**src/rtl/cnn_pkg.sv**
```systemverilog
// Shared types and constants for the CNN pooling path: data type, scheduler
// state encoding and the 2x2 window operand ordering.
package cnn_pkg;

    localparam int DATA_W = 30;

    typedef logic signed [DATA_W-1:0] data_t;

    typedef enum logic [2:0] {
        IDLE,
        FETCH,
        LAST,
        POOL,
        WRITE,
        DONE
    } state_t;

    // Operand slots of a 2x2 window, in fetch order.
    localparam logic [1:0] OP_TL = 2'd0;
    localparam logic [1:0] OP_TR = 2'd1;
    localparam logic [1:0] OP_BL = 2'd2;
    localparam logic [1:0] OP_BR = 2'd3;

    function automatic int op_offset(input logic [1:0] k, input int in_w);
        case (k)
            OP_TL:   return 0;
            OP_TR:   return 1;
            OP_BL:   return in_w;
            OP_BR:   return in_w + 1;
            default: return 0;
        endcase
    endfunction

endpackage

```
**src/rtl/pool_window_sched_addr_gen.sv**
```systemverilog
// Window counters (row r, column c, operand k) and the read/write buffer
// addresses derived from them.
module pool_addr_gen
    import cnn_pkg::*;
#(
    parameter int IN_W = 24,
    parameter int IN_H = 24,
    parameter int RA_W = 10,
    parameter int WA_W = 8
) (
    input  logic            clk,
    input  logic            rst,
    input  logic            clear,
    input  logic            step_k,
    input  logic            advance,
    output logic [1:0]      k,
    output logic [RA_W-1:0] rd_addr,
    output logic [WA_W-1:0] wr_addr,
    output logic            last_k,
    output logic            last_window
);

    localparam int C_N    = IN_W / 2;
    localparam int R_N    = IN_H / 2;
    localparam int C_BITS = (C_N > 1) ? $clog2(C_N) : 1;
    localparam int R_BITS = (R_N > 1) ? $clog2(R_N) : 1;

    logic [C_BITS-1:0] c;
    logic [R_BITS-1:0] r;

    always_ff @(posedge clk or posedge rst) begin
        if (rst) begin
            r <= '0;
            c <= '0;
            k <= '0;
        end else if (clear) begin
            r <= '0;
            c <= '0;
            k <= '0;
        end else begin
            if (step_k) begin
                k <= k + 2'd1;
            end
            if (advance) begin
                if (c == C_BITS'(C_N - 1)) begin
                    c <= '0;
                    r <= r + 1'b1;
                end else begin
                    c <= c + 1'b1;
                end
            end
        end
    end

    // base = 2r*IN_W + 2c, plus the operand offset inside the window
    assign rd_addr = RA_W'(r) * RA_W'(2 * IN_W) + RA_W'(c) * RA_W'(2)
                   + RA_W'(op_offset(k, IN_W));
    assign wr_addr = WA_W'(r) * WA_W'(C_N) + WA_W'(c);

    assign last_k      = (k == OP_BR);
    assign last_window = (r == R_BITS'(R_N - 1)) && (c == C_BITS'(C_N - 1));

endmodule

```
**src/rtl/pool_window_sched.sv**
```systemverilog
// Walks 2x2 windows over a feature map: fetches four operands, hands them to
// the max-pooling unit, and writes each pooled result to the output buffer.
module pool_window_sched
    import cnn_pkg::*;
#(
    parameter int DATA_W = 30,
    parameter int IN_W   = 24,
    parameter int IN_H   = 24,
    parameter int RA_W   = 10,
    parameter int WA_W   = 8
) (
    input  logic                     clk,
    input  logic                     rst,
    input  logic                     start,
    input  logic                     abort,
    output logic                     busy,
    output logic                     done,
    output logic                     rd_en,
    output logic [RA_W-1:0]          rd_addr,
    input  logic signed [DATA_W-1:0] rd_data,
    output logic                     pool_en,
    output logic signed [DATA_W-1:0] pool_in0,
    output logic signed [DATA_W-1:0] pool_in1,
    output logic signed [DATA_W-1:0] pool_in2,
    output logic signed [DATA_W-1:0] pool_in3,
    input  logic signed [DATA_W-1:0] pool_out,
    input  logic                     pool_done,
    output logic                     wr_en,
    output logic [WA_W-1:0]          wr_addr,
    output logic signed [DATA_W-1:0] wr_data
);

    state_t state, next_state;

    logic       clear, step_k, advance;
    logic       last_k, last_window;
    logic [1:0] k;

    logic                     cap_en;
    logic [1:0]               cap_idx;
    logic signed [DATA_W-1:0] ops [4];
    logic signed [DATA_W-1:0] wr_q;

    pool_addr_gen #(
        .IN_W (IN_W),
        .IN_H (IN_H),
        .RA_W (RA_W),
        .WA_W (WA_W)
    ) u_addr_gen (
        .clk         (clk),
        .rst         (rst),
        .clear       (clear),
        .step_k      (step_k),
        .advance     (advance),
        .k           (k),
        .rd_addr     (rd_addr),
        .wr_addr     (wr_addr),
        .last_k      (last_k),
        .last_window (last_window)
    );

    always_ff @(posedge clk or posedge rst) begin
        if (rst) begin
            state <= IDLE;
        end else begin
            state <= next_state;
        end
    end

    always_comb begin
        next_state = state;
        case (state)
            IDLE:    if (start) next_state = FETCH;
            FETCH:   if (last_k) next_state = LAST;
            LAST:    next_state = POOL;
            POOL:    if (pool_done) next_state = WRITE;
            WRITE:   next_state = last_window ? DONE : FETCH;
            DONE:    next_state = IDLE;
            default: next_state = IDLE;
        endcase
        // abort overrides everything, including a start in the same cycle
        if (abort) begin
            next_state = IDLE;
        end
    end

    always_comb begin
        busy    = 1'b0;
        rd_en   = 1'b0;
        pool_en = 1'b0;
        wr_en   = 1'b0;
        done    = 1'b0;
        busy    = (state != IDLE);
        rd_en   = (state == FETCH);
        pool_en = (state == POOL);
        wr_en   = (state == WRITE);
        done    = (state == DONE);
        step_k  = (state == FETCH);
        advance = (state == WRITE);
        clear   = (next_state == IDLE);
    end

    // Read data lags the strobe by one cycle, so the slot index is delayed too.
    always_ff @(posedge clk or posedge rst) begin
        if (rst) begin
            cap_en  <= 1'b0;
            cap_idx <= '0;
            wr_q    <= '0;
            for (int i = 0; i < 4; i++) begin
                ops[i] <= '0;
            end
        end else begin
            cap_en  <= rd_en;
            cap_idx <= k;
            if (cap_en && (state == FETCH || state == LAST)) begin
                ops[cap_idx] <= rd_data;
            end
            if (state == POOL && pool_done) begin
                wr_q <= pool_out;
            end
        end
    end

    assign pool_in0 = ops[0];
    assign pool_in1 = ops[1];
    assign pool_in2 = ops[2];
    assign pool_in3 = ops[3];
    assign wr_data  = wr_q;

endmodule

```
**config.mk**
```make
export PLATFORM = sky130hd
export DESIGN_NAME = pool_window_sched
export DESIGN_NICKNAME = d
export VERILOG_FILES = /design/src/rtl/cnn_pkg.sv /design/src/rtl/pool_window_sched_addr_gen.sv /design/src/rtl/pool_window_sched.sv
export SDC_FILE = /design/constraint.sdc
export NUM_CORES = 1
export LEC_CHECK = 0
export ABC_AREA = 1
export BUFFER_PORTS_ARGS = -buffer_cell sky130_fd_sc_hd__clkbuf_2
export CAP_MARGIN = 20
export CORE_ASPECT_RATIO = 1.75
export CORE_MARGIN = 3
export CORE_UTILIZATION = 45
export CTS_CLUSTER_DIAMETER = 120
export CTS_CLUSTER_SIZE = 30
export DETAILED_ROUTE_END_ITERATION = 8
export GPL_ROUTABILITY_DRIVEN = 1
export PLACE_DENSITY = 0.86
export SLEW_MARGIN = 20
export SYNTH_ARGS = -nofsm -noshare
export SYNTH_HDL_FRONTEND = slang
export SYNTH_SLANG_ARGS = --single-unit
```
**constraint.sdc**
```tcl
create_clock -name clk -period 4.4 [get_ports clk]
set_input_delay 0 -clock clk [delete_from_list [all_inputs] [get_ports clk]]
set_output_delay 0 -clock clk [all_outputs]
set_load 0.01 [all_outputs]
```
**After elaboration in Yosys (flattened, before gate mapping)**

Index checks and enable logic that the tools add are counted.

- Add/subtract/negate cells: 6
- Multipliers: 2
- Magnitude comparators: 2
- Eq/ne operators: 10
- Muxes and demuxes: 18
- Bitwise operators: 1
- Reduce and logical (&&, ||, !) cells: 13

Operator list:

| cell | count |
|---|---|
| bitwise mux 120 bit | 1 |
| demux 30 bit (select 2 bit) | 1 |
| case mux 10 bit (4 select lines) | 1 |
| 2-to-1 mux 30 bit | 1 |
| 2-to-1 mux 4 bit | 6 |
| 2-to-1 mux 3 bit | 5 |
| case mux 3 bit (5 select lines) | 1 |
| multiplier 4 x 2 -> 6 bit, second input constant | 2 |
| adder 10 bit | 1 |
| adder 10 x 5 -> 10 bit | 1 |
| adder 4 x 1 -> 4 bit, second input constant | 2 |
| adder 8 x 4 -> 8 bit | 1 |
| == test 4 bit, second input constant | 2 |
| == test 3 x 2 -> 1 bit, second input constant | 2 |
| == test 3 bit, second input constant | 2 |
| logical NOT 3 bit | 2 |
| nonzero test 2 bit | 3 |
| == test 2 bit, second input constant | 2 |
| logical AND 1 bit | 4 |
| 2-to-1 mux 2 bit | 2 |
| == test 3 x 1 -> 1 bit, second input constant | 1 |
| >= comparator 3 bit, second input constant | 1 |
| less-than comparator 3 x 1 -> 1 bit, second input constant | 1 |
| NOT 2 -> 3 bit | 1 |
| 6 further kinds | 6 |

- Flip-flop bits (word level): 166
- Input bits: 65
- Output and inout port bits: 173

**Depth between registers and ports, before layout**

- Word-level depth: 8
- Gate-level depth with buffers: 11

**Hierarchy**

From an unflattened synthesis, not the netlist that was laid out.

- Cell total of the unflattened synthesis: 729
- Area total of the unflattened synthesis: 7194.4 um2

By module, submodules not included:

| module | instances | cells each | area each (um2) |
|---|---|---|---|
| pool_window_sched | 1 | 590 | 6142.1 |
| pool_addr_gen | 1 | 139 | 1052.3 |

**Worst setup path after synthesis**

No wires, ideal clock.

- Path type: reg-to-output
- Start point: reg u_addr_gen.k[1]
- End point: out rd_addr[8]
- Arrival time: 1788 ps
- Slack: 2612 ps
- Stages on the path, launching flop included: 6
- Cells stage by stage: dfrtp_1 fa_1 ha_1 fa_1 nand2_1 xnor2_1

- Cells in the longest elaborated chain, start to end: 3
- Elaborated cells on any way between the ends: 6
- Classes of those cells: add/sub (1); eq/ne (3); mux (1); reduce/logical (1)

Ends and longest elaborated chain:

| item | RTL line | text |
|---|---|---|
| start: declaration | pool_window_sched_addr_gen.sv:16 | `output logic [1:0] k,` |
| start signal: assignment | pool_window_sched_addr_gen.sv:42 | `k <= k + 2'd1;` |
| == test 2 bit (tied with other cells) | cnn_pkg.sv:25 | `case (k)` |
| case mux 10 bit (4 select lines) (*) | cnn_pkg.sv:25 |  |
| adder 10 bit (*) | pool_window_sched_addr_gen.sv:57 | `+ RA_W'(op_offset(k, IN_W));` |
| end: declaration | pool_window_sched.sv:19 | `output logic [RA_W-1:0] rd_addr,` |

Every way passes the cells marked *; elsewhere a longest branch is shown, timed or not. The select of a mux whose other input is x is not followed.

**Worst setup path after layout**

- Start point: reg state[1]
- End point: reg wr_q[16], in the netlist wr_data[16]

- Cells in the longest elaborated chain, start to end: 2

Ends and longest elaborated chain:

| item | RTL line | text |
|---|---|---|
| start: declaration | pool_window_sched.sv:33 | `state_t state, next_state;` |
| start signal: assignment | pool_window_sched.sv:66 | `state <= next_state;` |
| == test 3 x 2 -> 1 bit | pool_window_sched.sv:118 | `if (state == POOL && pool_done) begin` |
| logical AND 1 bit | pool_window_sched.sv:118 |  |
| end signal: assignment | pool_window_sched.sv:119 | `wr_q <= pool_out;` |
| end: declaration | pool_window_sched.sv:42 | `logic signed [DATA_W-1:0] wr_q;` |

No other way between the ends.
A chain may end at the register's enable or synchronous reset.

==> results.yml <==
synth:
  synthTopCellsByCount: "nand2_1, dfrtp_1, o21ai_1, inv_1, o21ai_0"
  netlist_area_sq_um: 6800
  ys_ff_latch: 166
  yosys.cell_types.count: 28
  synth_area_leaders: "dfrtp_1, nand2_1, o21ai_1"
  yosysMostFrequentCell: "nand2_1"
  synth-edff-count: 0
  avgSynthCellArea_sq_um: 9.48
  syn_inst: 717
  synthArstFlopShare_pct: 100
  synthFlopType: "dfrtp_1"
  syn_nets: 800
  synth.top_cell.area_share_pct: 61.1
  yosys_warnings: 0
  synth_top_cell_by_area: "dfrtp_1"
  yosysSeqAreaShare_pct: 61.1
sta:
  setup_tns_ns: 0
  period_share_pct: 61.1
  rsz0062_at_grt: "no"
  max_slew_margin_pct: 37.8
  final_hold_viol_count: 0
  skew_ns: 0.0102
  worst_pin_slew_ns: 0.932
  fmax_mhz: 372
  layout_min_cycle_time_ns: 2.69
  maxSlewViolCount: 0
  timing.hold.ws_ns: 0.0606
  setup_slack_ns: 1.71
  setup_viol_count_final: 0
layout:
  drive_gt1_share_pct: 28.0
  fillers: 1107
  syn_to_final_growth_pct: 37.2
  design_area_sq_um: 9320
  fin_nets: 1087
  multi_input_area_sq_um: 2230
  regArea_sq_um: 4150
  fin_util_pct: 63.9
min_path:
  hp-class: "in -> reg"
global_routing:
  grt.total_usage_pct: 23.6
  overflow: 0
  grt_max_degree: 167
  grt_pass1_vias: 6276
  grt_pass1_wl_mm: 31.5
  antenna_found_initial: 0
power:
  powerDensity_nw_per_um2: 433
  leakagePower_nw: 5.22
  irDropWorstVdd_mv: 0.271
  power_frac_comb_pct: 16.9
  intPower_mw: 2.84
  seqPwrFrac_pct: 46.1
  pwr-share-clk_pct: 37.0
  p_sw_share_pct: 29.6
  p_switching_mw: 1.19
route:
  drt_iter0_markers: 280
  viasPerCell: 5.00
  drc: 0
  wl_per_cell_um: 16.0
  drtAntennaViolNets: 0
  wl_mm: 19.2
  vias: 5987
  drt-pass1-iter-count: 5
worst_setup_path:
  max_stage_delay_ns: 0.72
  crit_slowest_cell: "inv_1"
  crit_start: "state[1]"
  crit_chain: "nand2_1, nor2_1, nand2_1, buf_4, inv_1, nand2_1, nand2_1, dlygate4sd3_1"
  crit_fanout: 30
  crit_type: "reg -> reg"
  endpoint: "wr_data[16]"
  crit_required_ns: 4.75
  rr_startpoint: "state[1]"
  end_kind: "flip-flop"
  r2r-end: "wr_data[16]"
  timing.reg2reg.setup_slack_ns: 1.71
  cp-start-kind: "flip-flop"
  rr_worst_depth: 8
  worstPathArrival_ns: 3.04
  cpMostUsedCell: "nand2_1"
place:
  postPlaceCellArea_sq_um: 8070
  io_buffers: 237
  post-dp-hpwl_mm: 12.8
  dpl_worst_slack_ns: 1.78
  gp_congestion: 0.846
floorplanning:
  start_util_pct: 46.6
  die_y_um: 169
  die_area_sq_um: 16700
  rows: 58
  pin_count: 238
  die_w_um: 98.9
  core_area_sq_um: 14600
cts:
  cts_setup_buffers: 0
  clk_pin_slew_ns: 0.07
  clkLatencyLatePin_ns: 0.41
  numCtsBuffers: 17
  cts_buffer_depth: 2
  cts_sinks: 166
  root_buffer: "clkbuf_16"
  htree_num_levels: 4
  cts_tree: "done"
status:
  status: "completed"
job:
  maxCapViolations: 0
how the worst min path moves through the flow:
stage	to	slack, ns	startpoint	depth (start not counted)
floorplan	wr_data[0]	0.11	pool_out[0]	2
global placement	wr_data[23]	0.19	pool_out[23]	3
detailed placement	wr_data[1]	0.20	pool_out[1]	3
CTS	state[1]	0.04	pool_done	5
global route	state[1]	0.09	pool_done	5
finish	state[1]	0.06	pool_done	5
cells by family (layout without fill, tap and decap cells):
kind of cell / after synthesis / after routing / share of synthesized area (%)
fa+ha+maj: 18 / 18 / 3.76
compound gates: 131 / 131 / 10.0
other cells: 0 / 1 / 0
flops: 166 / 166 / 61.1
xor+xnor: 11 / 11 / 1.42
simple gates: 294 / 294 / 17.4
buf+inv: 97 / 397 / 6.28
routing by layer:
layer  vias to the layer above  part of all wire, %  track usage [%]
li1                       2851                    -                -
met1                      2840                   35             24.9
met2                       222                   55             43.4
met3                        74                  4.3             4.21
met4                         0                  5.8             13.5
met5                         -                    0                0
power groups by stage:
stage	combinational, mW	clock, mW	sequential (mW)
final	0.681	1.49	1.86
after CTS	0.680	1.53	1.85
after global placement	0.613	0	1.87
after floorplan	0.214	0	1.97
after detailed placement	0.634	0	1.88
after global routing	0.752	1.59	1.88
cell usage in the layout, fill, tap and decap left out, types with 5 or more instances in the layout:
master / synthesis / layout
nand2_1: 258 / 256
clkbuf_2: 0 / 237
dfrtp_1: 166 / 166
o21ai_1: 72 / 72
dlygate4sd3_1: 0 / 63
inv_1: 58 / 57
o21ai_0: 49 / 49
clkbuf_16: 0 / 17
nand3_1: 14 / 14
ha_1: 14 / 14
nor2_1: 8 / 8
xnor2_1: 7 / 7
nand4_1: 6 / 6
inv_8: 0 / 5
repair_timing:
action                                 in CTS  in global routing
hold buffers                               63                  0
gates resized for setup                     0                  0
endpoints found under the hold margin     319                  0
cell type report:
type	count	share of cell area, %
clock buffer	17	4.56
clock inverter	15	1.89
tap	180	2.42
sequential	166	44.6
inverter	61	2.50
antenna	1	0.0268
timing repair buffer	304	20.1
multi-input combinational	454	24.0
sequential cells by signal (all words and copies together) (netlist names):
name and cells:
pool_in0 30, pool_in1 30, pool_in2 30, pool_in3 30, wr_data 30, u_addr_gen.c 4, u_addr_gen.r 4, state 3
cap_idx 2, u_addr_gen.k 2, cap_en 1
metrics by stage:
stage / cells / total power [mW]
2_1_floorplan: 717 / 2.18
3_3_place_gp: 1101 / 2.48
3_5_place_dp: 1102 / 2.52
4_1_cts: 1197 / 4.07
5_1_grt: 1197 / 4.22
6_report: 1198 / 4.04
critical path: cells and delay by family (launching register included):
kind                   cells  cell delay [ns]
buffers and inverters      3             1.52
flip-flops                 1             0.50
AND/OR/NAND/NOR            5             0.62
Power figures use the tool's default switching activity.
